<file path="src/rtl/pc_fetch_register.sv">
// PC register and fetch sequencer: fetches the word at pc, holds it for execution,
// commits pcNext on an unstalled EXEC cycle, and traps on misalignment or fetch timeout.
module pc_fetch_register #(
    parameter int              XLEN         = 32,
    parameter logic [XLEN-1:0] RESET_VECTOR = '0,
    parameter int              MAX_WAIT     = 15
) (
    input  logic            clk,
    input  logic            resetN,
    input  logic [XLEN-1:0] pcNext,
    input  logic            stall,
    input  logic            imemReady,
    input  logic [31:0]     imemRdata,
    output logic            imemReq,
    output logic [XLEN-1:0] imemAddr,
    output logic [XLEN-1:0] pc,
    output logic [XLEN-1:0] pcPlus4,
    output logic [31:0]     instr,
    output logic            instrValid,
    output logic            halted,
    output logic            trapMisaligned,
    output logic            fetchTimeout,
    output logic [31:0]     instret
);

    typedef enum logic [1:0] {BOOT, FETCH, EXEC, HALT} state_t;

    localparam logic [7:0] WAIT_LAST = 8'(MAX_WAIT - 1);

    state_t     state;
    logic [7:0] waitCnt;

    assign imemAddr = pc;
    assign pcPlus4  = pc + XLEN'(4);

    // Status outputs are registered alongside the state so they switch on the same edge.
    always_ff @(posedge clk or negedge resetN) begin
        if (!resetN) begin
            state          <= BOOT;
            pc             <= RESET_VECTOR;
            instr          <= '0;
            instret        <= '0;
            waitCnt        <= '0;
            imemReq        <= 1'b0;
            instrValid     <= 1'b0;
            halted         <= 1'b0;
            trapMisaligned <= 1'b0;
            fetchTimeout   <= 1'b0;
        end else begin
            case (state)
                BOOT: begin
                    state   <= FETCH;
                    imemReq <= 1'b1;
                end
                FETCH: begin
                    if (imemReady) begin
                        instr      <= imemRdata;
                        waitCnt    <= '0;
                        state      <= EXEC;
                        imemReq    <= 1'b0;
                        instrValid <= 1'b1;
                    end else if (waitCnt == WAIT_LAST) begin
                        // Ready arriving on this same cycle would have taken the branch above.
                        waitCnt      <= waitCnt + 8'd1;
                        state        <= HALT;
                        imemReq      <= 1'b0;
                        halted       <= 1'b1;
                        fetchTimeout <= 1'b1;
                    end else begin
                        waitCnt <= waitCnt + 8'd1;
                    end
                end
                EXEC: begin
                    if (!stall) begin
                        instrValid <= 1'b0;
                        if (pcNext[1:0] == 2'b00) begin
                            pc      <= pcNext;
                            instret <= instret + 32'd1;
                            state   <= FETCH;
                            imemReq <= 1'b1;
                        end else begin
                            state          <= HALT;
                            halted         <= 1'b1;
                            trapMisaligned <= 1'b1;
                        end
                    end
                end
                HALT: begin
                    state <= HALT;
                end
                default: begin
                    state <= HALT;
                end
            endcase
        end
    end

endmodule

</file>
<file path="config.mk">
export PLATFORM = sky130hd
export DESIGN_NAME = pc_fetch_register
export DESIGN_NICKNAME = d
export VERILOG_FILES = /design/src/rtl/pc_fetch_register.sv
export SDC_FILE = /design/constraint.sdc
export NUM_CORES = 1
export LEC_CHECK = 0
export CAP_MARGIN = 40
export CORE_UTILIZATION = 57
export DETAILED_ROUTE_END_ITERATION = 10
export DONT_BUFFER_PORTS = 1
export MAX_ROUTING_LAYER = met4
export PLACE_DENSITY = 0.81
export SLEW_MARGIN = 30
export SYNTH_ARGS = -nofsm -noshare
export SYNTH_HDL_FRONTEND = slang
export SYNTH_SLANG_ARGS = --single-unit
</file>
<file path="constraint.sdc">
create_clock -name clk -period 1.9 [get_ports clk]
set_clock_uncertainty 0.1 [all_clocks]
set_input_delay 0.19 -clock clk [delete_from_list [all_inputs] [get_ports clk]]
set_output_delay 0.19 -clock clk [all_outputs]
set_load 0.005 [all_outputs]
</file>
### Yosys cells after proc, flatten, opt, wreduce, memory -nomap -nowiden

Index checks and enable logic that the tools add are counted.

| word-level totals | value |
|---|---|
| register bits | 111 |
| output and inout bits | 165 |
| logic and storage cells | 58 |

| operators by class | value |
|---|---|
| add/subtract/negate cells | 3 |
| equal/unequal tests | 11 |
| multiplexer cells | 19 |
| bitwise operators | 3 |
| reduce and logical (&&, ||, !) cells | 12 |

Operators by type and width:

| operator | count |
|---|---|
| 32-bit by 1-bit adder with 32-bit output (second input constant) | 1 |
| 32-bit by 3-bit adder with 32-bit output (second input constant) | 1 |
| 2-bit inequality test (second input constant) | 6 |
| 3-bit AND reduction | 4 |
| 1-bit two-way mux | 10 |
| 8-bit by 1-bit adder with 8-bit output (second input constant) | 1 |
| 8-bit by 4-bit == test with 1-bit output (second input constant) | 1 |
| 2-bit two-way mux | 4 |
| 8-bit two-way mux | 1 |
| 2-bit one-hot mux with 4 select lines | 1 |
| 5-bit AND reduction | 1 |
| 2-bit == test (second input constant) | 2 |
| 2-bit logical NOT | 2 |
| 1-bit one-hot mux with 2 select lines | 2 |
| 2-bit AND reduction | 2 |
| 4-bit AND reduction | 1 |
| 3-bit inequality test (second input constant) | 1 |
| 1-bit inverter | 3 |
| 1-bit one-hot mux with 3 select lines | 1 |
| 3-bit nonzero test | 1 |
| 2-bit by 1-bit == test with 1-bit output (second input constant) | 1 |
| 2-bit nonzero test | 1 |

### Depth between registers and ports, before layout

Gate-level depths: netlist (run 1).

| depth | value |
|---|---|
| word-level depth | 4 |
| mapped depth | 7 |
| mapped depth without buffers | 6 |

### Worst setup path before layout (run 1)

No wires, ideal clock.

| timing path | value |
|---|---|
| path kind | reg-to-output |
| start | register pc[2] (netlist: imemAddr[2]) |
| end | output port pcPlus4[20] |
| arrival time | 1.724 ns |
| required time | 1.610 ns |
| path slack | -0.114 ns |
| cell stages (with the launch flop) | 6 |
| path buffers | 0 |
| path through | dfrtp_1 ha_1 nand4_1 nor4_1 nand4_1 xnor2_1 |

| between the ends | value |
|---|---|
| word-level cells in the longest chain between the ends | 1 |

Ends and longest elaborated chain:

| item | RTL line | text |
|---|---|---|
| from (decl) | 16 | `output logic [XLEN-1:0] pc,` |
| from (signal assigned) | 77 | `pc <= pcNext;` |
| 32-bit by 3-bit adder with 32-bit output | 34 | `assign pcPlus4 = pc + XLEN'(4);` |
| to (decl) | 17 | `output logic [XLEN-1:0] pcPlus4,` |

Every way passes these cells.

### Worst setup path in the final report (run 1)

| timing path | value |
|---|---|
| start | register pc[9] (netlist: imemAddr[9]) |
| end | output port pcPlus4[20] |

Same word-level chain as after synthesis.

==> results of run 1 <==
-- worst paths after layout --
check                             from            to  slack [ns]  cells after the start
max reg2reg                 waitCnt[0]       imemReq        0.08                      6
max                        imemAddr[9]   pcPlus4[20]       -0.23                      5
max in group asynchronous       resetN  imemAddr[29]        2.13                      0
min reg2reg                instret[31]   instret[31]        0.41                      1
min                             resetN      instr[8]       -0.61                      0
min in group clk             imemReady      state[0]        0.11                      3
-- where the power goes --
group,switching (W),leakage [nW],internal [W],total [W]
logic,0.00141,1.70,0.00158,0.00299
clock network,0.000887,0.102,0.000519,0.00141
registers,0.000796,1.40,0.00315,0.00394
total,0.00309,3.20,0.00525,0.00834
-- cells in the final DEF, fill, tap and decap left out, types with 9 or more instances in the layout --
| cell type | n |
|---|---|
| dfrtp_1 | 110 |
| dlygate4sd3_1 | 66 |
| mux2_2 | 65 |
| buf_4 | 65 |
| nand2_1 | 32 |
| xor2_1 | 25 |
| nand4_1 | 21 |
| xnor2_1 | 20 |
| nand3_1 | 17 |
| nor2_1 | 16 |
| xnor2_2 | 15 |
| nor3_1 | 10 |
| nor4_1 | 10 |
| clkbuf_8 | 9 |
-- critical path: cells and delay by family, from the launching register on --
family / cells / cell delay (ns)
and+or+nand+nor: 3 / 0.64
DFF: 1 / 0.43
buffers and inverters: 1 / 0.21
xor gates and xnor gates: 1 / 0.20
-- per-layer routing --
metal / global-route usage / share of wire / vias to the layer above
met5: - / 0 / -
met1: 0.348 / 0.39 / 1963
met4: 0.116 / 0.015 / 0
li1: - / - / 1790
met2: 0.489 / 0.50 / 215
met3: 0.0837 / 0.088 / 18
-- through the flow --
stage | hold slack (ns) | total power (W) | setup TNS, ns | setup WS [ns]
finish | -0.613 | 0.00834 | -2.87 | -0.235
global route | -0.642 | 0.00879 | -5.09 | -0.330
CTS | -0.631 | 0.00809 | -2.55 | -0.186
detailed placement | -0.203 | 0.00642 | -0.160 | -0.0573
global placement | -0.203 | 0.00630 | 0 | 0.0158
floorplan | -0.206 | 0.00580 | 0 | 0.0335
-- final cells by class --
class,instances,area (um2),share of cell area
Clock buffer,9,124,0.0182
Clock inverter,7,75.1,0.0110
Tap cell,108,135,0.0198
Timing Repair Buffer,136,1230,0.180
Sequential cell,111,2780,0.407
Multi-Input combinational cell,295,2450,0.360
Inverter,8,30.0,0.00440
-- state kept, by name (all words and copies together) (netlist names) --
name	cells
fetchTimeout	1
halted	1
imemAddr	32
imemReq	1
instr	32
instrValid	1
instret	32
state	2
trapMisaligned	1
waitCnt	8
-- cells by family after synthesis --
group / count (synthesis)
compound gates: 17
xor+xnor: 60
fa+ha+maj: 4
buf+inv: 56
flops: 111
mux: 66
simple gates: 148
-- repair_timing --
| action | CTS | global route |
|---|---|---|
| pin swaps | 11 | 12 |
| gates resized for setup | 28 | 16 |
| endpoints found under the hold margin | 185 | 111 |
| gates cloned | 1 | 0 |
| endpoints found under the setup margin | 29 | 44 |
| buffers inserted | 6 | 4 |
==> out/metrics.sh, run 1 <==
RUN_STATUS='finished with violations'
FAILED_CHECKS='hold timing, setup timing'
CRIT_SLOWEST_CELL='dfrtp_1'
POSTCTSHOLDBUFS=66
CTS_BUFFERS=9
SYNTH-XOR-AREA-SHARE=0.0982
CP_DATA_ARRIVAL_TIME_NS=1.84
SYNTH_LARGEST_AREA_CELL='dfrtp_1'
GRT_FIRST_PASS_WIRELENGTH_UM=21900
POST_ROUTE_CELLS_DRIVE_ABOVE_1_SHARE=0.332
FILLERINSTANCES=526
ROW_COUNT=34
REMAINING_DRC_ERRORS=0
AREA_GROWTH_SYN_TO_LAYOUT_PCT=27.5
WORST_HOLD_PATH_TYPE='in2async'
POSTSYNTHNETCOUNT=534
POST_SYNTHESIS_SEQUENTIAL_AREA_RATIO=0.519
FIRST_PASS_ITERS=4
POWER_DENSITY_mW_PER_MM2=1220
FIN_AREA_MM2=0.00682
SYNTH_ENABLE_FLOP_CELLS=0
FINAL_ANTENNA_NET_COUNT=0
ROUTE.FINAL.WIRE_LENGTH_UM=13700
POST-ROUTE-WORST-SETUP-SLACK_NS=-0.235
CORE_AREA_MM2=0.00889
CLOCKROOTBUFFER='clkbuf_8'
YS_FF_LATCH=111
CRITICAL_PATH.STARTPOINT_TYPE='register'
MAX_FREQ_GHz=0.468
MAX-VDD-IR-DROP_mV=0.731
MAPPEDNETLISTAREA_MM2=0.00535
ANTENNA_VIOLATIONS_BEFORE_REPAIR=0
CLK_LATENCY_NS=0.38
YS_TOP_CELLS_BY_COUNT='dfrtp_1 (111), mux2_2 (65), nand2_1 (36), xnor2_1 (35), buf_4 (34)'
DETAIL_ROUTE.WL_PER_CELL_UM=20.4
LAYOUT_WORST_PATH_CYCLE_SHARE=1.12
PATH_CLK_SLEW_NS=0.12
SYNTH.MUX.AREA_FRACTION=0.139
DETAILEDROUTE.FIRSTITERATIONVIOLATIONS=194
SYNTH_COMPOUND_GATE_AREA_SHARE=0.0180
GPL.FINAL_WEIGHTED_CONGESTION=0.897
SYNTHCELLS=462
REQUIRED_NS=1.61
DOMINANT_COMBINATIONAL_CELL_FAMILY_BY_AREA_AFTER_SYNTHESIS='simple AND/OR/NAND/NOR gates'
STARTING_DENSITY_OF_THE_CORE=0.602
PORT-BUFFER-COUNT=0
WORST_PATH_LARGEST_CELL_DELAY_NS=0.43
CORE_UTILIZATION_OF_THE_FINISHED_LAYOUT=0.767
SYNTHSIMPLEGATEAREAFRAC=0.152
CLOCK_SINK_COUNT=111
NETS=633
TIMING.SLEW.HEADROOM=0.639
CRIT_FANOUT=7
UNREPAIRED_SETUP_ENDPOINTS_AFTER_GLOBAL_ROUTING='true'
NUMBER_OF_CELLS_AFTER_DETAILED_PLACEMENT=582
AVGSYNTHCELLAREA_UM2=11.6
FIRST_GLOBAL_VIAS=4188
DIE_H_UM=98.9
WHS_NS=-0.613
CTS_HTREE_LEVELS=3
FINAL-SETUP-VIOL-COUNT=23
TOTAL_VIA_COUNT_AFTER_DETAILED_ROUTING=3986
POWER.STATIC_LEAKAGE_nW=3.20
ASYNC_FLOP_SHARE=1.00
GLOBALROUTE.TOTALOVERFLOW=0
FINISH.CELL_COUNT_WITHOUT_FILLERS=674
INSERTEDDIODECOUNT=0
DP_HPWL_UM=8530
POST-SYNTH-TOP-COUNT-CELL='dfrtp_1'
FINAL-MAX-SLEW-VIOLATION-COUNT=0
NETLIST-CELL-TYPE-COUNT=35
FINAL.MIN_CLOCK_PERIOD_NS=2.13
FINALHOLDVIOLCOUNT=111
CRITICAL-PATH-TOP-CELL-BY-COUNT='nand4_1'
FLOORPLAN_DIE_AREA_MM2=0.00978
CTS_TREE='yes'
GLOBAL_ROUTE.USAGE.TOTAL=0.298
IOPINCOUNT=233
END_KIND='primary output'
NETLIST_TOP_CELLS_AREA='dfrtp_1 (52%), mux2_2 (14%), xnor2_1 (5.7%)'
DIE_WIDTH_UM=98.9
YOSYS_SYNTHESIS_WARNING_COUNT=0
TIGHTESTPINTRANSITION_NS=0.534
CRITICAL_PATH_CLASS='reg2out'
SYNTH_TOP_AREA_FRAC=0.519
CTSLONGESTPATHBUFFERS=2
GRT_START_MAX_NET_PINS=112
SYNTH_FF_TYPE='dfrtp_1'
CP_CELL_SEQUENCE='nand4_1, nor4_2, buf_4, nand4_1, xnor2_2'
POST_DP_CELL_AREA_MM2=0.00566
ROUTE.DETAILED.VIAS_PER_INST=5.91
MAX_CAP_VIOL_COUNT=0
SYNTH-ADDER-AREA-SHARE=0.00935
(Power assumes the default switching activity.)
==> run 2, diff against run 1 <==
--- a/config.mk
+++ b/config.mk
@@ -6,11 +6,12 @@
 export NUM_CORES = 1
 export LEC_CHECK = 0
 export CAP_MARGIN = 40
-export CORE_UTILIZATION = 57
+export CORE_ASPECT_RATIO = 0.5
+export CORE_UTILIZATION = 60
 export DETAILED_ROUTE_END_ITERATION = 10
 export DONT_BUFFER_PORTS = 1
 export MAX_ROUTING_LAYER = met4
-export PLACE_DENSITY = 0.81
+export PLACE_DENSITY = 0.82
 export SLEW_MARGIN = 30
 export SYNTH_ARGS = -nofsm -noshare
 export SYNTH_HDL_FRONTEND = slang
==> constraint.sdc (replaced) <==
create_clock -name clk -period 2.6 [get_ports clk]
set_clock_uncertainty 0.1 [all_clocks]
set_input_delay 0.26 -clock clk [delete_from_list [all_inputs] [get_ports clk]]
set_output_delay 0.26 -clock clk [all_outputs]
set_load 0.005 [all_outputs]
==> out/metrics.sh, run 2 (same netlist as run 1, synthesis figures left out) <==
FINAL_ANTENNA_NET_COUNT=0  # unchanged
ROW_COUNT=23  # -32%
WORST_PATH_LARGEST_CELL_DELAY_NS=0.47  # +0.04 ns
FIRST_PASS_ITERS=4  # unchanged
MAX-VDD-IR-DROP_mV=0.532  # -27%
AREA_GROWTH_SYN_TO_LAYOUT_PCT=16.4
DP_HPWL_UM=7660  # -10%
FINAL.MIN_CLOCK_PERIOD_NS=2.43
DETAIL_ROUTE.WL_PER_CELL_UM=19.9  # -2.4%
ROUTE.DETAILED.VIAS_PER_INST=5.92  # +0.19%
FIRST_GLOBAL_VIAS=3431  # -18%
FINALHOLDVIOLCOUNT=111  # unchanged
POWER.STATIC_LEAKAGE_nW=2.78  # -13%
WORST_R2R_PATH_DEPTH=6  # unchanged
CTS_BUFFERS=9  # unchanged
FAILED_CHECKS='hold timing'
CRITICAL-PATH-TOP-CELL-BY-COUNT='nand4_1'
ANTENNA_VIOLATIONS_BEFORE_REPAIR=0  # unchanged
RRSETUPSLACK_NS=0.47  # +0.39 ns
CRITICAL_PATH.STARTPOINT_TYPE='register'
CLOCK_SINK_COUNT=111  # unchanged
TIMING.RR.END='imemReq'
RUN_STATUS='finished with violations'
CP_DATA_ARRIVAL_TIME_NS=2.07  # +0.23 ns
MAX_FREQ_GHz=0.411
PRECTSSETUPSLACK_NS=0.445  # +0.502 ns
CTS_HTREE_LEVELS=3  # unchanged
NETS=568  # -10%
CRIT_SLOWEST_CELL='dfrtp_1'
POST_ROUTE_CELLS_DRIVE_ABOVE_1_SHARE=0.198  # -0.135
FLOORPLAN_DIE_AREA_MM2=0.00933  # -4.7%
END_KIND='primary output'
FINAL-SETUP-VIOL-COUNT=0  # -100%
POSTCTSHOLDBUFS=64  # -3.0%
STARTING_DENSITY_OF_THE_CORE=0.644  # +0.0416
DIE_H_UM=68.8  # -30%
TIGHTESTPINTRANSITION_NS=0.597  # +0.0628 ns
TIMING.SLEW.HEADROOM=0.599  # -0.0399
CP_CELL_SEQUENCE='ha_1, nand4_1, nor4_2, buf_4, nand4_1, xnor2_1'
POWER_DENSITY_mW_PER_MM2=960  # -21%
IOPINCOUNT=233  # unchanged
MOSTFREQUENTLAYOUTCELLS='dfrtp_1 (110), mux2_2 (65), dlygate4sd3_1 (64), nand2_1 (36), xnor2_1 (35)'
CLOCKROOTBUFFER='clkbuf_16'
CORE_AREA_MM2=0.00832  # -6.5%
CRITICAL_PATH.REG2REG.STARTPOINT='waitCnt[0]'
REQUIRED_NS=2.24  # +0.63 ns
CLK_LATENCY_NS=0.34  # -0.04 ns
CRITICAL_PATH_CLASS='reg2out'
GPL.FINAL_WEIGHTED_CONGESTION=0.771  # -14%
PATH_CLK_SLEW_NS=0.08  # -0.04 ns
MAX_CAP_VIOL_COUNT=0  # unchanged
CRIT_FANOUT=7  # unchanged
INSERTEDDIODECOUNT=0  # unchanged
WORST_HOLD_PATH_TYPE='in2async'
DETAILEDROUTE.FIRSTITERATIONVIOLATIONS=191  # -1.5%
CTS.REPAIR_TIMING.SETUP_BUFFER_COUNT=0  # -6
REMAINING_DRC_ERRORS=0  # unchanged
LAYOUT_WORST_PATH_CYCLE_SHARE=0.935
GRT_FIRST_PASS_WIRELENGTH_UM=17600  # -19%
SUM_OF_NEGATIVE_SETUP_SLACK_NS=0  # +2.87 ns
CTSLONGESTPATHBUFFERS=2  # unchanged
POST-ROUTE-WORST-SETUP-SLACK_NS=0.168  # +0.403 ns
UNREPAIRED_SETUP_ENDPOINTS_AFTER_GLOBAL_ROUTING='false'
LAYOUT.CELLS.MOST_COMMON='dfrtp_1'
FINAL-MAX-SLEW-VIOLATION-COUNT=0  # unchanged
GLOBALROUTE.TOTALOVERFLOW=0  # unchanged
ROUTE.FINAL.WIRE_LENGTH_UM=12200  # -11%
CTS_TREE='yes'
GRT_START_MAX_NET_PINS=112  # unchanged
GLOBAL_ROUTE.USAGE.TOTAL=0.265  # -0.0332
WHS_NS=-0.498  # +0.115 ns
TOTAL_VIA_COUNT_AFTER_DETAILED_ROUTING=3632  # -8.9%
DIE_WIDTH_UM=136  # +37%
PORT-BUFFER-COUNT=0  # unchanged
## run 2: cell types whose count changed in the layout (fill, tap and decap cells not counted), sizes merged
cell	delta
clkbuf	+1
clkinv	-3
dlygate4sd3	-2
bufinv	+2
buf	-63
## run 2: routing by layer
metal  GRT usage  part of all wire  wire length (um)  vias to the layer above
li1            -                 -                 -                     1656
met1       0.311              0.42              5120                     1809
met2       0.444              0.50              6080                      154
met3      0.0826             0.070               855                       13
met4      0.0843             0.011               136                        0
met5           -                 0                 0                        -
## run 2: power breakdown
group	leakage (nW)	internal (W)	switching (W)	total (W)
Clock	0.167	0.000890	0.000646	0.00154
Combinational	1.22	0.000751	0.000542	0.00129
Sequential	1.40	0.00230	0.000850	0.00315
## run 2: worst max path at each step
stage                startpoint           to  slack (ns)
finish              imemAddr[3]  pcPlus4[30]        0.17
global route        imemAddr[3]  pcPlus4[20]       0.009
CTS                 imemAddr[2]  pcPlus4[30]        0.07
detailed placement  imemAddr[2]  pcPlus4[30]        0.44
global placement    imemAddr[4]  pcPlus4[29]        0.49
floorplan           imemAddr[2]  pcPlus4[20]        0.52
## run 2: repair_timing
action                                  in CTS  in global routing
endpoints found under the setup margin       0                 15
endpoints found under the hold margin      181                111
resized for setup                            0                  5
## run 2: worst max-delay path: cells and delay by family, from the launching register on
kind                     cells  cell delay, ns
AND/OR/NAND/NOR              3            0.57
buffers and inverters        1            0.21
adder cells (fa/ha/maj)      1            0.25
XOR/XNOR                     1            0.23
flip-flops                   1            0.47
## run 2: area by class of cell
type                       count  area (um2)
inverter                       8        30.0
multi-input combinational    295        2250
sequential                   111        2780
clock buffer                  10         239
fill                         537        2090
tap                          112         140
timing repair buffer          71         693
clock inverter                 6         100
## run 2: metrics by stage
step | util | area (um2) | hold slack (ns) | power [W] | std cells
2_1_floorplan | - | 5350 | -0.136 | 0.00424 | 462
3_3_place_gp | 0.629 | 5230 | -0.134 | 0.00427 | 533
3_5_place_dp | 0.629 | 5230 | -0.134 | 0.00435 | 533
4_1_cts | 0.747 | 6210 | -0.513 | 0.00597 | 613
5_1_grt | 0.749 | 6230 | -0.520 | 0.00628 | 613
6_report | 0.749 | 6230 | -0.498 | 0.00598 | 613
